## src/rtl/cbus_arbiter_pkg.sv

```systemverilog
// Shared cbus types for the cache-side bus and its arbiter.
// Contents: request/response payloads, burst length and type enums, and the
// arbiter state encoding.
package cbus_arbiter_pkg;

    localparam int unsigned CBUS_ADDR_W = 32;
    localparam int unsigned CBUS_DATA_W = 32;
    localparam int unsigned CBUS_STRB_W = CBUS_DATA_W / 8;

    // Burst length encoded as beats-1
    typedef enum logic [3:0] {
        MLEN1  = 4'd0,
        MLEN2  = 4'd1,
        MLEN4  = 4'd3,
        MLEN8  = 4'd7,
        MLEN16 = 4'd15
    } mlen_t;

    typedef enum logic [1:0] {
        AXI_BURST_FIXED = 2'd0,
        AXI_BURST_INCR  = 2'd1,
        AXI_BURST_WRAP  = 2'd2
    } axi_burst_type_t;

    typedef struct packed {
        logic                   valid;
        logic                   is_write;
        logic [CBUS_ADDR_W-1:0] addr;
        logic [2:0]             size;
        mlen_t                  len;
        axi_burst_type_t        burst;
        logic [CBUS_DATA_W-1:0] data;
        logic [CBUS_STRB_W-1:0] strb;
    } cbus_req_t;

    typedef struct packed {
        logic                   ready;
        logic                   last;
        logic [CBUS_DATA_W-1:0] data;
    } cbus_resp_t;

    typedef enum logic {
        ARB_IDLE = 1'b0,
        ARB_BUSY = 1'b1
    } cbus_arb_state_t;

endpackage

```

## src/rtl/cbus_arbiter_rr_pick.sv

```systemverilog
// Round-robin picker: first set bit of `valid` scanning upward from `prio`,
// wrapping modulo NUM_PORTS. Purely combinational.
// Ports:
//   valid  [NUM_PORTS-1:0]  request vector
//   prio   [IDX_W-1:0]      index that has highest priority (< NUM_PORTS)
//   found                   some request is set
//   index  [IDX_W-1:0]      winning index (0 when nothing is found)
module cbus_arbiter_rr_pick #(
    parameter int unsigned NUM_PORTS = 2,
    parameter int unsigned IDX_W     = (NUM_PORTS > 1) ? $clog2(NUM_PORTS) : 1
) (
    input  logic [NUM_PORTS-1:0] valid,
    input  logic [IDX_W-1:0]     prio,
    output logic                 found,
    output logic [IDX_W-1:0]     index
);

    int unsigned pos;

    // Walk from the lowest priority upward so the highest-priority hit is written last
    always_comb begin
        found = 1'b0;
        index = '0;
        pos   = 0;
        for (int i = int'(NUM_PORTS) - 1; i >= 0; i--) begin
            pos = 32'(prio) + 32'(i);
            if (pos >= NUM_PORTS) begin
                pos = pos - NUM_PORTS;
            end
            if (valid[IDX_W'(pos)]) begin
                found = 1'b1;
                index = IDX_W'(pos);
            end
        end
    end

endmodule

```

## src/rtl/cbus_arbiter.sv

```systemverilog
// N-to-1 round-robin arbiter between cbus masters and the single cbus port
// feeding the AXI bridge. The grant is registered and held until the beat
// with ready && last; the granted request is forwarded live and the response
// is routed back only to the granted master.
// Ports:
//   clk     system clock, rising edge
//   resetn  synchronous active-low reset
//   ireqs   upstream requests, one per master (index 0 = icache)
//   iresps  per-master responses ('0 for non-granted masters)
//   oreq    request to the AXI bridge ('0 when no grant)
//   oresp   response from the AXI bridge
//   busy    high while a burst is granted
module cbus_arbiter
    import cbus_arbiter_pkg::*;
#(
    parameter int unsigned NUM_PORTS = 2,
    parameter int unsigned IDX_W     = (NUM_PORTS > 1) ? $clog2(NUM_PORTS) : 1
) (
    input  logic       clk,
    input  logic       resetn,
    input  cbus_req_t  ireqs  [NUM_PORTS],
    output cbus_resp_t iresps [NUM_PORTS],
    output cbus_req_t  oreq,
    input  cbus_resp_t oresp,
    output logic       busy
);

    cbus_arb_state_t      state_q, state_d;
    logic [IDX_W-1:0]     sel_q, sel_d;
    logic [IDX_W-1:0]     prio_q, prio_d;
    logic [IDX_W-1:0]     next_prio;
    logic [NUM_PORTS-1:0] valid_vec;
    logic                 pick_found;
    logic [IDX_W-1:0]     pick_idx;

    for (genvar g = 0; g < NUM_PORTS; g++) begin : g_valid
        assign valid_vec[g] = ireqs[g].valid;
    end

    cbus_arbiter_rr_pick #(
        .NUM_PORTS (NUM_PORTS),
        .IDX_W     (IDX_W)
    ) u_rr_pick (
        .valid (valid_vec),
        .prio  (prio_q),
        .found (pick_found),
        .index (pick_idx)
    );

    // State, grant index and round-robin pointer
    always_ff @(posedge clk) begin
        if (!resetn) begin
            state_q <= ARB_IDLE;
            sel_q   <= '0;
            prio_q  <= '0;
        end else begin
            state_q <= state_d;
            sel_q   <= sel_d;
            prio_q  <= prio_d;
        end
    end

    // Next state and the request/response muxes; outputs forced quiet while in reset
    always_comb begin
        state_d   = state_q;
        sel_d     = sel_q;
        prio_d    = prio_q;
        oreq      = '0;
        iresps    = '{default: '0};
        busy      = 1'b0;
        next_prio = (sel_q == IDX_W'(NUM_PORTS - 1)) ? '0 : sel_q + IDX_W'(1);

        case (state_q)
            ARB_IDLE: begin
                if (pick_found) begin
                    state_d = ARB_BUSY;
                    sel_d   = pick_idx;
                end
            end
            ARB_BUSY: begin
                if (resetn) begin
                    oreq          = ireqs[sel_q];
                    iresps[sel_q] = oresp;
                    busy          = 1'b1;
                end
                if (oresp.ready && oresp.last) begin
                    state_d = ARB_IDLE;
                    prio_d  = next_prio;
                end
            end
        endcase
    end

endmodule

```

## config.mk

```make
export PLATFORM = sky130hd
export DESIGN_NAME = cbus_arbiter
export DESIGN_NICKNAME = d
export VERILOG_FILES = /design/src/rtl/cbus_arbiter_pkg.sv /design/src/rtl/cbus_arbiter_rr_pick.sv /design/src/rtl/cbus_arbiter.sv
export SDC_FILE = /design/constraint.sdc
export NUM_CORES = 1
export LEC_CHECK = 0
export ABC_CLOCK_PERIOD_IN_PS = 1800
export CORE_AREA = 8 8 128 130
export DETAILED_ROUTE_END_ITERATION = 10
export DIE_AREA = 0 0 136 138
export DONT_BUFFER_PORTS = 1
export PLACE_DENSITY_LB_ADDON = 0.1
export SKIP_CTS_REPAIR_TIMING = 1
export SYNTH_ARGS = -nofsm -noshare
export SYNTH_HDL_FRONTEND = slang
export SYNTH_SLANG_ARGS = --single-unit
```

## constraint.sdc

```tcl
create_clock -name clk -period 1.8 [get_ports clk]
set_clock_uncertainty 0.2 [all_clocks]
set_input_delay 0.54 -clock clk [delete_from_list [all_inputs] [get_ports clk]]
set_output_delay 0.54 -clock clk [all_outputs]
set_load 0.03 [all_outputs]
```

==> Yosys cells after proc, flatten, opt, wreduce, memory -nomap -nowiden <==
Cells that the tools add are included.
{ "totals": {"word_cells": 45, "regBits": 3, "output_inout_bits": 148, "in_bits": 194} }
{ "op_classes": {"n_mux": 25, "addsub": 4, "n_reduce_logical": 4, "order_cmp": 6, "n_bitwise": 3} }
{ "ops": {"columns": ["operator", "n"], "rows": [
  ["two-way mux 79 bit", 5],
  ["two-way mux 68 bit", 2],
  ["bitwise AND 68 bit", 1],
  ["demux 34 bit (select 1 bit)", 1],
  ["two-way mux 34 bit", 1],
  ["two-way mux 1 bit", 15],
  ["greater-or-equal comparator 2 bit (second input constant)", 2],
  ["less-than comparator 1 x 2 -> 1 bit (second input constant)", 2],
  ["AND reduction 2 bit", 2],
  ["adder 1 x 1 -> 2 bit (second input constant)", 1],
  ["greater-or-equal comparator 1 x 2 -> 1 bit (second input constant)", 1],
  ["logical AND 1 bit", 2],
  ["less-than comparator 2 x 1 -> 1 bit (second input constant)", 1],
  ["NOT 1 -> 2 bit", 1],
  ["one-hot mux 1 bit (2 select lines)", 1],
  ["subtractor 1 bit (second input constant)", 2],
  ["adder 1 bit (second input constant)", 1],
  ["NOT 1 bit", 1]
]} }

==> Logic depth before layout (Yosys ltp) <==
Gate-level depths: netlist (run 1).
{ "logic_depth": {"word_depth": 9, "mapped_depth": 5, "ltp_nobuf": 3} }

==> By module <==
From an unflattened synthesis (run 1), not the netlist that was laid out.
{ "unflattened": {"cells_unflattened": 308, "area_unflattened_um2": 1808.0} }
{ "modules_own_cells": {"columns": ["mod", "area_each_um2", "cells_each", "seq_area_each_um2", "instances"], "rows": [
  ["cbus_arbiter", 1790.5, 305, 60.1, 1],
  ["cbus_arbiter_rr_pick", 17.5, 3, 0.0, 1]
]} }

==> Least setup slack after synthesis (run 1) <==
OpenSTA, ideal clock, no wires.
{ "synth_timing": {"path_type": "input to output", "startpoint": "in resetn", "endpoint": "out iresps[25] (netlist bit)", "path_stages": 4, "setup_slack_ps": -276, "arrival_ps": 1336, "n_path_buf": 2, "t_required_ps": 1060, "cell_sequence": "buf_4 > buf_2 > nand2_1 > nor2_1"} }
{ "synth_rtl": {"columns": ["item", "line", "rtl"], "rows": [
  ["start, declared", "cbus_arbiter.sv:20", "input logic resetn,"],
  ["end, declared", "cbus_arbiter.sv:22", "output cbus_resp_t iresps [NUM_PORTS],"]
]} }

==> impl_metrics.json, run 1 <==
{
  "outcome": "complete, but fails checks",
  "violations": "setup timing",
  "wl_per_cell_um": 21.8,
  "syn_area_per_cell_um2": 6.10,
  "synth_seq_cells": 3,
  "timing.final.hold_violations": 0,
  "hold_path.class": "register to register",
  "numCtsBuffers": 3,
  "track_usage_pct": 11.3,
  "cts_sinks": 3,
  "whs_endpoint": "prio_q$_SDFFE_PN0P_",
  "initial_core_util_pct": 13.1,
  "power.leakage_nw": 1.49,
  "fin_crit_ns": 2.12,
  "min_from": "prio_q$_SDFFE_PN0P_",
  "grt_max_degree": 39,
  "crit_fanout": 18,
  "rows": 44,
  "path_common_cell": "buf_12",
  "num_io_pins": 342,
  "insertedDiodeCount": 0,
  "vdd_drop_max_mv": 0.327,
  "fp.dieH_um": 138,
  "path_class": "register to output pin",
  "synth_top_family_by_area": "multiplexers",
  "cp-start-kind": "register",
  "critical_path_arrival_ns": 1.38,
  "path_buf_inv": 4,
  "drt_iter0_drc": 49,
  "coreArea_mm2": 0.0143,
  "synth-xor-area-share_pct": 0,
  "ys_seq_area_share_pct": 3.22,
  "fmax_ghz": 0.471,
  "layout_commonest_cell": "buf_4",
  "syn_inst": 306,
  "ff2ff_path_depth": 6,
  "synth_fp_nets": 500,
  "yosys.area_share.simple_pct": 37.5,
  "period_share_pct": 118,
  "timing.max_cap.violations": 0,
  "clock_latency_ns": 0.22,
  "pwr_density_cell_mw_per_mm2": 391,
  "die_w_um": 136,
  "r2r-end": "prio_q$_SDFFE_PN0P_",
  "finalSetupViolations": 148,
  "cts.htree.levels": 1,
  "vias": 2534,
  "r2r_start": "sel_q$_SDFFE_PN0P_",
  "setup_slack_ns": -0.321,
  "grt_first_pass_wirelength_um": 16900,
  "gp_congestion": 0.746,
  "path_delay_family": "buffers and inverters",
  "dpl.hpwl_um": 10700,
  "dr.pass1.iters": 4,
  "clk_path_buf_depth": 2,
  "synth_fa_ha_area_share_pct": 0,
  "yosys.cell_types.count": 18,
  "clkTransAtPathRegs_ns": 0.03,
  "crit_required_ns": 1.06,
  "ff2ff_setup_slack_ns": 0.53,
  "placed_area_mm2": 0.00343,
  "grt_pass1_vias": 2668,
  "drive_above_1_share_pct": 65.5,
  "relSlewSlack_pct": 83.4,
  "ff_latch_area_um2": 67.6,
  "cts-root-buf": "clkbuf_16",
  "mostFrequentLayoutCells": "buf_4, nor2_4, nor2_1",
  "port_buffers": 0,
  "slowest_delay_ns": 0.35,
  "synth_compound_area_share_pct": 2.14,
  "fin_util_pct": 28.7,
  "end_kind": "output pin",
  "yosysWarningCount": 0,
  "antenna_found_initial": 0,
  "synth.mux.area_fraction_pct": 42.3,
  "cts_tree": "built",
  "fin_nets": 601,
  "finalNonFillerCells": 590,
  "drcViolationCount": 0,
  "finish.instance_area_mm2": 0.00410,
  "crit_chain": "buf_12, buf_8, nand2_4, buf_12, nor2_2, buf_4",
  "vias_per_cell": 4.29,
  "maxSlewViolCount": 0,
  "rsz0062_at_grt": "yes",
  "dp_cells": 574,
  "totalWireLength_um": 12800,
  "grt_overflow": 0,
  "synth_area_mm2": 0.00187,
  "postRouteAntennaNets": 0,
  "multi_input_area_mm2": 0.00242,
  "area_growth_pct": 120,
  "hold-path-cell-count": 2,
  "die_area_mm2": 0.0188,
  "cp_slowest_cell": "dfxtp_4",
  "worst_slew_pin_slew_ns": 0.249,
  "n_fill_cell": 1540
}
[layer usage]
layer / track usage, % / wire (µm)
met1: 10.4 / 4190
met2: 23.4 / 7160
met3: 3.80 / 1440
met4: 1.39 / 46
met5: 0 / 0
[cell type report]
type | count | share of cell area [%]
multi-input combinational | 270 | 59.0
inverter | 5 | 0.640
sequential | 3 | 1.65
clock buffer | 4 | 1.92
timing repair buffer | 124 | 31.2
tap | 184 | 5.61
[flip-flops by register name, summed over array words and instances, names as in the netlist]
register,count
sel_q,1
prio_q,1
state_q,1
[metrics by stage]
stage | TNS, ns | setup WS (ns) | hold slack [ns] | total power, mW
finish | -39.51 | -0.321 | 0.247 | 1.61
global placement | -6.93 | -0.156 | 0.244 | 1.07
CTS | -45.26 | -0.394 | 0.251 | 1.44
detailed placement | -9.67 | -0.156 | 0.243 | 1.08
global route | -46.90 | -0.368 | 0.275 | 1.68
floorplan | -14.54 | -0.188 | 0.223 | 0.858
[worst reg2reg max path: stages, from the launching register on]
cell and delay (ns):
dfxtp_4 0.36, buf_12 0.12, buf_8 0.12, inv_8 0.04, buf_4 0.12, o21ai_0 0.15, a21oi_1 0.06
[cell usage after synthesis]
cell type  number  share of area [%]
a21boi_1        1               0.40
a21oi_1         1               0.27
buf_2          11                2.9
buf_4           5                2.0
buf_6           4                2.4
buf_8           8                6.4
dfxtp_1         3                3.2
inv_1           4               0.80
inv_2           1               0.20
mux2i_1        79                 42
nand2_1        35                7.0
nand2_2         2               0.67
nand3_1         1               0.27
nor2_1        147                 30
o211ai_1        1               0.40
o21ai_0         1               0.27
o21ai_1         1               0.27
o311a_1         1               0.54
[how the worst max path moves through the flow]
| stage | start | endpoint | slack [ns] | depth (start not counted) |
|---|---|---|---|---|
| CTS | sel_q$_SDFFE_PN0P_ | oreq[62] | -0.39 | 4 |
| detailed placement | sel_q$_SDFFE_PN0P_ | oreq[62] | -0.16 | 4 |
| floorplan | resetn | oreq[10] | -0.19 | 3 |
| global route | sel_q$_SDFFE_PN0P_ | iresps[0] | -0.37 | 6 |
| global placement | sel_q$_SDFFE_PN0P_ | oreq[9] | -0.16 | 4 |
| finish | sel_q$_SDFFE_PN0P_ | iresps[0] | -0.32 | 6 |
[cells by family (layout without fill, tap and decap cells)]
kind of cell	Yosys count	in the layout
AO/OA/AOI/OAI	6	6
AND/OR/NAND/NOR	185	185
buffers and inverters	33	133
flip-flops	3	3
multiplexers	79	79
[power by group]
part	switching, mW	total (mW)	leakage, nW	internal, mW
logic	0.687	1.17	1.42	0.487
clock network	0.0595	0.352	0.0382	0.292
registers	0.00893	0.0801	0.0259	0.0712
Power figures use the tool's default switching activity.
==> run 2: changes to the inputs <==
CTS_CLUSTER_DIAMETER = 120   (was not set)
SLEW_MARGIN = 25   (was not set)
==> results of run 2 <==
Final layout, timing and power as in run 1 (identical DEF).
==> run 3: changes to the inputs <==
CORE_AREA = 8 8 126 128   (was 8 8 128 130)
DIE_AREA = 0 0 134 136   (was 0 0 136 138)
SYNTH_HIERARCHICAL = 1   (was not set)
==> impl_metrics.json, run 3 <==
{
  "outcome": "complete, but fails checks",
  "violations": "setup timing",
  "clock_latency_ns": 0.22,
  "end_kind": "output pin",
  "yosys.cell_types.count": 14,
  "cts_sinks": 3,
  "timing.final.hold_violations": 0,
  "yosys.area.top_type": "mux2i_1",
  "rows": 44,
  "mostFrequentLayoutCells": "buf_4, nor2_4, mux2i_1, nor2_1, buf_6",
  "synth_area_mm2": 0.00181,
  "cp.depth": 4,
  "insertedDiodeCount": 0,
  "finalSetupViolations": 148,
  "vdd_drop_max_mv": 0.291,
  "yosysTopAreaCellShare_pct": 44.3,
  "ff_latch_area_um2": 67.6,
  "syn_inst": 308,
  "dp_slack_ns": -0.212,
  "multi_input_area_mm2": 0.00252,
  "period_share_pct": 118,
  "fin_nets": 606,
  "path_delay_family": "flip-flops",
  "synth.most_common_cell": "nor2_1",
  "rsz0062_at_grt": "yes",
  "layout_commonest_cell": "buf_4",
  "cp_slowest_cell": "dfxtp_4",
  "dr.pass1.iters": 4,
  "worst_slew_pin_slew_ns": 0.254,
  "min_from": "oresp[32]",
  "path_class": "register to output pin",
  "crit_chain": "buf_16, buf_4, mux2i_2, nor2_4",
  "yosysWarningCount": 6,
  "area_growth_pct": 135,
  "crit_fanout": 28,
  "postRouteAntennaNets": 0,
  "grt_first_pass_wirelength_um": 16300,
  "crit_required_ns": 1.06,
  "cts-root-buf": "clkbuf_16",
  "timing.max_cap.violations": 0,
  "drive_above_1_share_pct": 61.6,
  "initial_core_util_pct": 12.9,
  "grt_overflow": 0,
  "ff2ff_setup_slack_ns": 0.44,
  "fp.dieH_um": 136,
  "cts.htree.levels": 1,
  "n_fill_cell": 1506,
  "vias": 2534,
  "cp-start-kind": "register",
  "hold_path.class": "input port to register",
  "pwr_density_cell_mw_per_mm2": 355,
  "synthTopCellsByArea": "mux2i_1, nor2_1, nand2_1",
  "finish.instance_area_mm2": 0.00425,
  "power.leakage_nw": 1.56,
  "crit_end": "oreq[71]",
  "fmax_ghz": 0.470,
  "track_usage_pct": 11.3,
  "reg.largest.list": "prio_q (1), sel_q (1), state_q (1)",
  "placed_area_mm2": 0.00376,
  "relSlewSlack_pct": 82.6,
  "syn_area_per_cell_um2": 5.87,
  "power.total_mw": 1.51,
  "cts_tree": "built",
  "fin_setup_tns_ns": -36.47,
  "ys_async_sr_fraction_pct": 0,
  "vias_per_cell": 4.26,
  "fin_crit_ns": 2.13,
  "grt_max_degree": 56,
  "port_buffers": 0,
  "gp_congestion": 0.752,
  "synth_fp_nets": 502,
  "coreArea_mm2": 0.0140,
  "r2r-end": "prio_q$_SDFFE_PN0P_",
  "wl_per_cell_um": 21.4,
  "ff2ff_path_depth": 5,
  "r2r_start": "sel_q$_SDFFE_PN0P_",
  "yosys-top-cells-count": "nor2_1, mux2i_1, nand2_1",
  "critical_path.startpoint": "sel_q$_SDFFE_PN0P_",
  "critical_path_arrival_ns": 1.39,
  "synth_seq_cells": 3,
  "setup_slack_ns": -0.328,
  "drt_iter0_drc": 39,
  "antenna_found_initial": 0,
  "clkTransAtPathRegs_ns": 0.03,
  "grt_pass1_vias": 2636,
  "maxSlewViolCount": 0,
  "die_w_um": 134,
  "totalWireLength_um": 12800,
  "slowest_delay_ns": 0.39,
  "clk_path_buf_depth": 2,
  "numCtsBuffers": 3,
  "dpl.hpwl_um": 10500,
  "num_io_pins": 342,
  "synth_ff_type": "dfxtp_1",
  "worst_hold_slack_ns": 0.218,
  "drcViolationCount": 0,
  "die_area_mm2": 0.0182,
  "path_buf_inv": 2,
  "ys_seq_area_share_pct": 3.32,
  "synth-edff-count": 0
}
-- run 3: changes by cell type after synthesis, sizes merged --
cell / previous run / this run
a21oi: 1 / 0
a31oi: 0 / 2
buf: 28 / 29
inv: 5 / 2
mux2i: 79 / 80
nand2b: 0 / 1
nand3: 1 / 0
nor2: 147 / 148
nor2b: 0 / 2
o211ai: 1 / 0
o311a: 1 / 0
or2: 0 / 1
-- run 3: worst min-delay path by stage --
stage                          end  slack [ns]  cells past startpoint
2_1_floorplan  prio_q$_SDFFE_PN0P_        0.25                      2
3_3_place_gp   prio_q$_SDFFE_PN0P_        0.30                      2
3_5_place_dp   prio_q$_SDFFE_PN0P_        0.29                      2
4_1_cts         state_q$_SDFF_PN0_        0.23                      1
5_1_grt         state_q$_SDFF_PN0_        0.23                      1
6_report        state_q$_SDFF_PN0_        0.22                      1
-- run 3: layout make-up --
cell class	instances	share of cell area, %
tap	184	5.41
multi-input combinational	274	59.3
clock buffer	4	1.85
sequential	3	1.59
inverter	2	0.177
timing repair buffer	128	31.7
-- run 3: through the flow --
stage	std cells	utilization, %
5_1_grt	595	30.3
4_1_cts	585	27.4
3_3_place_gp	581	26.8
3_5_place_dp	581	26.8
6_report	595	30.3
2_1_floorplan	308	-
-- run 3: cells by family (layout without fill, tap and decap cells) --
logic type / after synthesis / in the layout / share of synthesized area, %
buf+inv: 31 / 134 / 10.9
compound gates: 5 / 5 / 1.66
mux: 80 / 80 / 44.3
flops: 3 / 3 / 3.32
simple gates: 189 / 189 / 39.8
-- run 3: layer usage --
| layer | global-route usage [%] | up-vias | part of all wire, % |
|---|---|---|---|
| met4 | 2.00 | 0 | 1.2 |
| met1 | 10.8 | 1158 | 31 |
| met2 | 22.0 | 174 | 57 |
| met3 | 4.92 | 10 | 10 |
| met5 | 0 | - | 0 |
| li1 | - | 1192 | - |
-- run 3: report_power, final --
part           internal, mW  switching, mW
registers            0.0706        0.00686
clock network         0.292         0.0619
logic                 0.446          0.633
total                 0.809          0.702
